**src/rtl/mc_ctrl_pkg.sv**
```systemverilog
// Shared definitions for the multi-cycle RV32 control FSM: state encoding,
// opcode constants, mux select codes and the opcode decode function.
package mc_ctrl_pkg;

  typedef logic [2:0] state_t;
  localparam state_t S_FETCH  = 3'd0;
  localparam state_t S_DECODE = 3'd1;
  localparam state_t S_EXEC   = 3'd2;
  localparam state_t S_MEM    = 3'd3;
  localparam state_t S_WB     = 3'd4;
  localparam state_t S_TRAP   = 3'd5;

  localparam logic [6:0] OP_R      = 7'b0110011;
  localparam logic [6:0] OP_I_ALU  = 7'b0010011;
  localparam logic [6:0] OP_LOAD   = 7'b0000011;
  localparam logic [6:0] OP_STORE  = 7'b0100011;
  localparam logic [6:0] OP_BRANCH = 7'b1100011;
  localparam logic [6:0] OP_JAL    = 7'b1101111;
  localparam logic [6:0] OP_JALR   = 7'b1100111;
  localparam logic [6:0] OP_LUI    = 7'b0110111;

  localparam logic [1:0] RF_WSEL_ALU = 2'd0;
  localparam logic [1:0] RF_WSEL_PC4 = 2'd1;
  localparam logic [1:0] RF_WSEL_EXT = 2'd2;
  localparam logic [1:0] RF_WSEL_RDO = 2'd3;

  localparam logic [2:0] SEXT_I = 3'd0;
  localparam logic [2:0] SEXT_S = 3'd1;
  localparam logic [2:0] SEXT_B = 3'd2;
  localparam logic [2:0] SEXT_U = 3'd3;
  localparam logic [2:0] SEXT_J = 3'd4;

  localparam logic [1:0] NPC_PC4  = 2'd0;
  localparam logic [1:0] NPC_BR   = 2'd1;
  localparam logic [1:0] NPC_JAL  = 2'd2;
  localparam logic [1:0] NPC_JALR = 2'd3;

  // Instruction class decides the state path; CLS_ILL covers unlisted opcodes.
  typedef enum logic [2:0] {
    CLS_ALU, CLS_LOAD, CLS_STORE, CLS_BRANCH, CLS_JUMP, CLS_LUI, CLS_ILL
  } op_class_t;

  typedef struct packed {
    op_class_t  cls;
    logic [1:0] wsel;
    logic [2:0] sext;
    logic       bsel;
    logic [1:0] npc;
  } dec_t;

  function automatic dec_t decode(input logic [6:0] op);
    dec_t d;
    d.cls  = CLS_ILL;
    d.wsel = RF_WSEL_ALU;
    d.sext = SEXT_I;
    d.bsel = 1'b0;
    d.npc  = NPC_PC4;
    case (op)
      OP_R:      d.cls = CLS_ALU;
      OP_I_ALU:  begin d.cls = CLS_ALU;    d.bsel = 1'b1; end
      OP_LOAD:   begin d.cls = CLS_LOAD;   d.bsel = 1'b1; d.wsel = RF_WSEL_RDO; end
      OP_STORE:  begin d.cls = CLS_STORE;  d.bsel = 1'b1; d.sext = SEXT_S; end
      OP_BRANCH: begin d.cls = CLS_BRANCH; d.sext = SEXT_B; end
      OP_JAL:    begin d.cls = CLS_JUMP;   d.wsel = RF_WSEL_PC4; d.npc = NPC_JAL; d.sext = SEXT_J; end
      OP_JALR:   begin d.cls = CLS_JUMP;   d.wsel = RF_WSEL_PC4; d.npc = NPC_JALR; end
      OP_LUI:    begin d.cls = CLS_LUI;    d.wsel = RF_WSEL_EXT; d.sext = SEXT_U; end
      default:   d.cls = CLS_ILL;
    endcase
    return d;
  endfunction

endpackage

```
**src/rtl/mc_ctrl.sv**
```systemverilog
// Multi-cycle RV32 control FSM (FETCH/DECODE/EXEC/MEM/WB).
// Define MC_CTRL_TRAP_EN to trap on unlisted opcodes; otherwise they retire as NOPs.
module mc_ctrl
  import mc_ctrl_pkg::*;
(
  input  logic        clk,
  input  logic        rst,
  input  logic [31:0] inst,
  input  logic        irom_ack,
  input  logic        dram_ack,
  input  logic        br_taken,
  output logic        irom_req,
  output logic        ir_we,
  output logic        pc_we,
  output logic [1:0]  npc_op,
  output logic        rf_we,
  output logic [1:0]  rf_wsel,
  output logic [2:0]  sext_op,
  output logic        alu_bsel,
  output logic        dram_req,
  output logic        dram_we,
  output logic        instret
`ifdef MC_CTRL_TRAP_EN
  ,
  output logic        illegal
`endif
);

  state_t r_state;
  state_t w_next;
  dec_t   r_dec;
  dec_t   w_dec;
  dec_t   w_act;
  logic   w_run;
  logic   w_retire;
  logic   w_unused_inst;

  assign w_unused_inst = ^inst[31:7];

  always_comb w_dec = decode(inst[6:0]);

  // In DECODE the controls come straight from the decoder so they are valid
  // one cycle before the latched copy exists.
  always_comb w_act = (r_state == S_DECODE) ? w_dec : r_dec;

  always_comb begin
    w_next = r_state;
    case (r_state)
      S_FETCH:  if (irom_ack) w_next = S_DECODE;
      S_DECODE: begin
        case (w_dec.cls)
          CLS_LUI: w_next = S_WB;
          CLS_ILL: begin
`ifdef MC_CTRL_TRAP_EN
            w_next = S_TRAP;
`else
            w_next = S_EXEC;
`endif
          end
          default: w_next = S_EXEC;
        endcase
      end
      S_EXEC: begin
        case (r_dec.cls)
          CLS_LOAD, CLS_STORE: w_next = S_MEM;
          CLS_BRANCH, CLS_ILL: w_next = S_FETCH;
          default:             w_next = S_WB;
        endcase
      end
      S_MEM:    if (dram_ack) w_next = (r_dec.cls == CLS_STORE) ? S_FETCH : S_WB;
      S_WB:     w_next = S_FETCH;
      S_TRAP:   w_next = S_TRAP;
      default:  w_next = S_FETCH;
    endcase
  end

  // NOTE: sequential state uses non-blocking assignments only; reset is checked
  // first so it overrides any ack arriving in the same cycle.
  always_ff @(posedge clk) begin
    if (rst) begin
      r_state <= S_FETCH;
      r_dec   <= '0;
    end else begin
      r_state <= w_next;
      if (r_state == S_DECODE) r_dec <= w_dec;
    end
  end

  // NOTE: every strobe is gated by !rst so an in-flight instruction is
  // aborted silently, even in the cycle reset is first seen.
  assign w_run    = !rst;
  assign w_retire = w_run && ((r_state == S_WB) ||
                              (r_state == S_MEM  && r_dec.cls == CLS_STORE && dram_ack) ||
                              (r_state == S_EXEC && (r_dec.cls == CLS_BRANCH || r_dec.cls == CLS_ILL)));

  always_comb begin
    irom_req = w_run && (r_state == S_FETCH);
    ir_we    = irom_req && irom_ack;
    pc_we    = w_retire;
    instret  = w_retire;
    rf_we    = w_run && (r_state == S_WB);
    dram_req = w_run && (r_state == S_MEM);
    dram_we  = dram_req && (r_dec.cls == CLS_STORE);
    npc_op   = 2'd0;
    rf_wsel  = 2'd0;
    sext_op  = 3'd0;
    alu_bsel = 1'b0;
    if (w_run) begin
      npc_op   = w_act.npc;
      rf_wsel  = w_act.wsel;
      sext_op  = w_act.sext;
      alu_bsel = w_act.bsel;
      if (r_state == S_EXEC && r_dec.cls == CLS_BRANCH) npc_op = {1'b0, br_taken};
    end
  end

`ifdef MC_CTRL_TRAP_EN
  assign illegal = w_run && (r_state == S_TRAP);
`endif

endmodule

```
**config.mk**
```make
export PLATFORM = sky130hd
export DESIGN_NAME = mc_ctrl
export DESIGN_NICKNAME = d
export VERILOG_FILES = /design/src/rtl/mc_ctrl_pkg.sv /design/src/rtl/mc_ctrl.sv
export SDC_FILE = /design/constraint.sdc
export NUM_CORES = 1
export LEC_CHECK = 0
export ABC_AREA = 1
export CAP_MARGIN = 20
export CORE_MARGIN = 2
export CORE_UTILIZATION = 35
export CTS_BUF_LIST = sky130_fd_sc_hd__clkbuf_8
export CTS_CLUSTER_DIAMETER = 120
export DETAILED_ROUTE_END_ITERATION = 6
export PLACE_DENSITY = 0.77
export SYNTH_ARGS = -nofsm -noshare
export SYNTH_HDL_FRONTEND = slang
export SYNTH_SLANG_ARGS = --single-unit
```
**constraint.sdc**
```tcl
create_clock -name clk -period 1.4 [get_ports clk]
set_clock_uncertainty 0.1 [all_clocks]
set_input_delay 0.28 -clock clk [delete_from_list [all_inputs] [get_ports clk]]
set_output_delay 0.28 -clock clk [all_outputs]
set_load 0.005 [all_outputs]
```
==> reports/qor.yml, run 1 <==
rows: 18
violations: "negative setup slack"
cts_sinks: 14
leakagePower_nw: 1.010
worstHoldPathType: "reg2reg"
synth_seq_cells: 14
ff2ff_setup_slack_ps: -350
drc: 0
status: "finished with violations"
synth_cell_type_count: 23
wl_met1_mm: 1.723
port-buffer-count: 26
root_buffer: "clkbuf_8"
synth_commonest_cells: "nand2_1, inv_1, nor2_1"
fillers: 163
worst_slack_ps: -440.2
yosys.cell_count.top_type: "nand2_1"
p_per_area_nw_per_um2: 1327
dr.pass1.iters: 4
drive_above_1_share_pct: 62.66
whs_ps: 379.7
ys_seq_area_share_pct: 30.27
syn_area_per_cell_um2: 6.012
drt_wl_total_mm: 4.368
rsz0062_at_grt: "yes"
highest_layer: "met4"
fin_nets: 280
synth_top_area_cell: "dfxtp_1"
overflow: 0
wire_per_inst_um: 16.12
reg2reg_depth: 11
final_util_pct: 76.28
chipHeight_um: 55.44
htreeDepth: 1
synth_area_leaders: "dfxtp_1, nand2_1, inv_1"
worst-path-max-fanout: 4
die_area_um2: 3073
initial_core_util_pct: 37.04
cts_buffer_depth: 2
synth_nets: 191
core-area_um2: 2500
crit_path_start_kind: "flop"
max_freq_ghz: 0.5434
maxSlewViolCount: 0
antenna_found_initial: 0
die_w_um: 55.44
synth_area_um2: 925.9
drt_iter0_markers: 74
slew_headroom_pct: 84.64
synth_edf_count: 0
vias: 1473
dp_hpwl_mm: 1.913
syn_inst: 154
yosysTopAreaCellShare_pct: 30.27
cap_violations: 0
ir_drop_uv: 1364
min_period_ps: 1840
critPathCapture: "rf_wsel[1]"
async_flop_share_pct: 0
grt_pass1_wl_mm: 5.782
period_share_pct: 131.4
track_usage_pct: 23.40
setup_viol: 19
yosys_warnings: 0
avgViaCountPerCell: 5.435
hold_viol_final: 0
critPathKind: "reg2out"
cp.required_ps: 1020
grt_max_degree: 10
crit_start: "r_state[1]$_SDFFE_PP0P_"
cts.clk_slew.worst_paths_ps: 50
worst_pin_slew_ps: 230.5
cts_buffers: 3
cp-end-kind: "output port"
cts_tree: "done"
area_growth_pct: 105.9
clk_latency_ps: 250
met3_length_um: 277
routabilityCongestion: 0.9598
antennaDiodeCount: 0
reg2reg_from: "r_state[1]$_SDFFE_PP0P_"
first_global_vias: 1278
cp.arrival_ps: 1460
timing.rr.end: "r_dec[2]$_SDFF_PP0_"
pin_count: 52
ys.flop_type: "dfxtp_1"
met2WireLength_mm: 2.065
final_antenna_net_count: 0
==> how the worst min path moves through the flow <==
| stage | startpoint | to | slack, ps | depth (start not counted) |
|---|---|---|---|---|
| global route | inst[2] | r_dec[5]$_SDFF_PP0_ | 430 | 5 |
| floorplan | r_dec[2]$_SDFF_PP0_ | r_dec[2]$_SDFF_PP0_ | 350 | 2 |
| detailed placement | r_dec[2]$_SDFF_PP0_ | r_dec[2]$_SDFF_PP0_ | 370 | 2 |
| CTS | r_dec[2]$_SDFF_PP0_ | r_dec[2]$_SDFF_PP0_ | 380 | 2 |
| global placement | r_dec[2]$_SDFF_PP0_ | r_dec[2]$_SDFF_PP0_ | 360 | 2 |
| finish | r_dec[2]$_SDFF_PP0_ | r_dec[2]$_SDFF_PP0_ | 380 | 2 |
==> layer usage <==
| metal | track usage, % | vias to the layer above |
|---|---|---|
| met5 | 0 | - |
| met4 | 3.833 | 0 |
| met3 | 5.386 | 38 |
| met2 | 42.35 | 86 |
| met1 | 28.43 | 685 |
| li1 | - | 664 |
==> what timing repair did <==
action / 4_1_cts / 5_1_grt
setup buffers: 30 / 10
setup endpoints to repair: 23 / 21
gates resized for setup: 129 / 34
hold buffers: 0 / 0
pin swaps: 33 / 26
==> cell type report <==
type                    instances  area, µm²  area share [%]
clock buffers                   3      41.29           2.165
inverters                      30      112.6           5.906
multi-input cells             105      718.2           37.66
flip-flops and latches         14      294.0           15.42
well taps                      30      37.54           1.969
repair buffers                 89      703.2           36.88
==> registers in the layout, indices dropped and copies added, names as in the netlist <==
| name | count |
|---|---|
| r_state | 3 |
| r_dec | 11 |
==> metrics by stage <==
step | cells | cell area [µm²] | power (W) | setup slack [ps] | TNS (ps)
2_1_floorplan | 154 | 942.2 | 0.001116 | 14.90 | 0
3_3_place_gp | 230 | 1405 | 0.001573 | -936.2 | -13650
3_5_place_dp | 230 | 1405 | 0.001608 | -995.7 | -14700
4_1_cts | 263 | 1773 | 0.002197 | -412.0 | -4529
5_1_grt | 271 | 1907 | 0.002661 | -500.9 | -6576
6_report | 271 | 1907 | 0.002530 | -440.2 | -5388
==> cell usage in the layout (no fill, tap or decap) <==
| cell type | netlist | final |
|---|---|---|
| nor2_1 | 19 | 11 |
| clkdlybuf4s15_1 | 0 | 2 |
| o21ai_4 | 0 | 1 |
| o21ai_2 | 3 | 6 |
| a31oi_1 | 3 | 2 |
| clkdlybuf4s15_2 | 0 | 1 |
| nand4_1 | 2 | 2 |
| buf_6 | 1 | 13 |
| dfxtp_1 | 14 | 9 |
| buf_4 | 2 | 49 |
| nand3_1 | 12 | 6 |
| nand2_4 | 1 | 5 |
| nor3_1 | 4 | 2 |
| a21oi_1 | 7 | 4 |
| a21oi_2 | 0 | 3 |
| nor3_2 | 0 | 2 |
| o211ai_1 | 2 | 2 |
| nor2_4 | 1 | 11 |
| nand2_2 | 1 | 17 |
| nand3_2 | 0 | 6 |
| dlygate4sd2_1 | 0 | 2 |
| clkbuf_2 | 0 | 4 |
| clkdlybuf4s50_1 | 0 | 3 |
| clkbuf_8 | 0 | 3 |
| o21ai_1 | 1 | 1 |
| o21a_1 | 2 | 2 |
| buf_12 | 0 | 1 |
| nand2_1 | 38 | 18 |
| inv_2 | 1 | 9 |
| dfxtp_2 | 0 | 2 |
| a31oi_2 | 0 | 1 |
| buf_2 | 1 | 14 |
| inv_1 | 29 | 21 |
| o21ai_0 | 7 | 3 |
| dfxtp_4 | 0 | 3 |
==> where the power goes <==
group	total, W	internal, W	switching, W
Clock	0.000331	0.000191	0.000140
Combinational	0.00158	0.000800	0.000779
Sequential	0.000619	0.000522	0.0000970
==> critical path, stage by stage (launching register included) <==
cell	delay, ps
dfxtp_2	330
inv_2	80
nand2_4	60
nor2_4	150
buf_6	140
buf_6	100
nand3_2	50
o211ai_1	110
inv_1	70
buf_2	120
==> cells by family after synthesis <==
logic type      synth area share, %
flops                         30.27
compound gates                16.21
buf+inv                       15.94
simple gates                  37.57
Note: power is estimated with default switching activity, not from simulation.
==> inputs of run 2 (changes only) <==
--- a/config.mk
+++ b/config.mk
@@ -13,6 +13,7 @@
 export CTS_CLUSTER_DIAMETER = 120
 export DETAILED_ROUTE_END_ITERATION = 6
 export PLACE_DENSITY = 0.77
+export SLEW_MARGIN = 20
 export SYNTH_ARGS = -nofsm -noshare
 export SYNTH_HDL_FRONTEND = slang
 export SYNTH_SLANG_ARGS = --single-unit
==> results of run 2 <==
The final DEF is identical to that of run 1; final timing and power are the same.
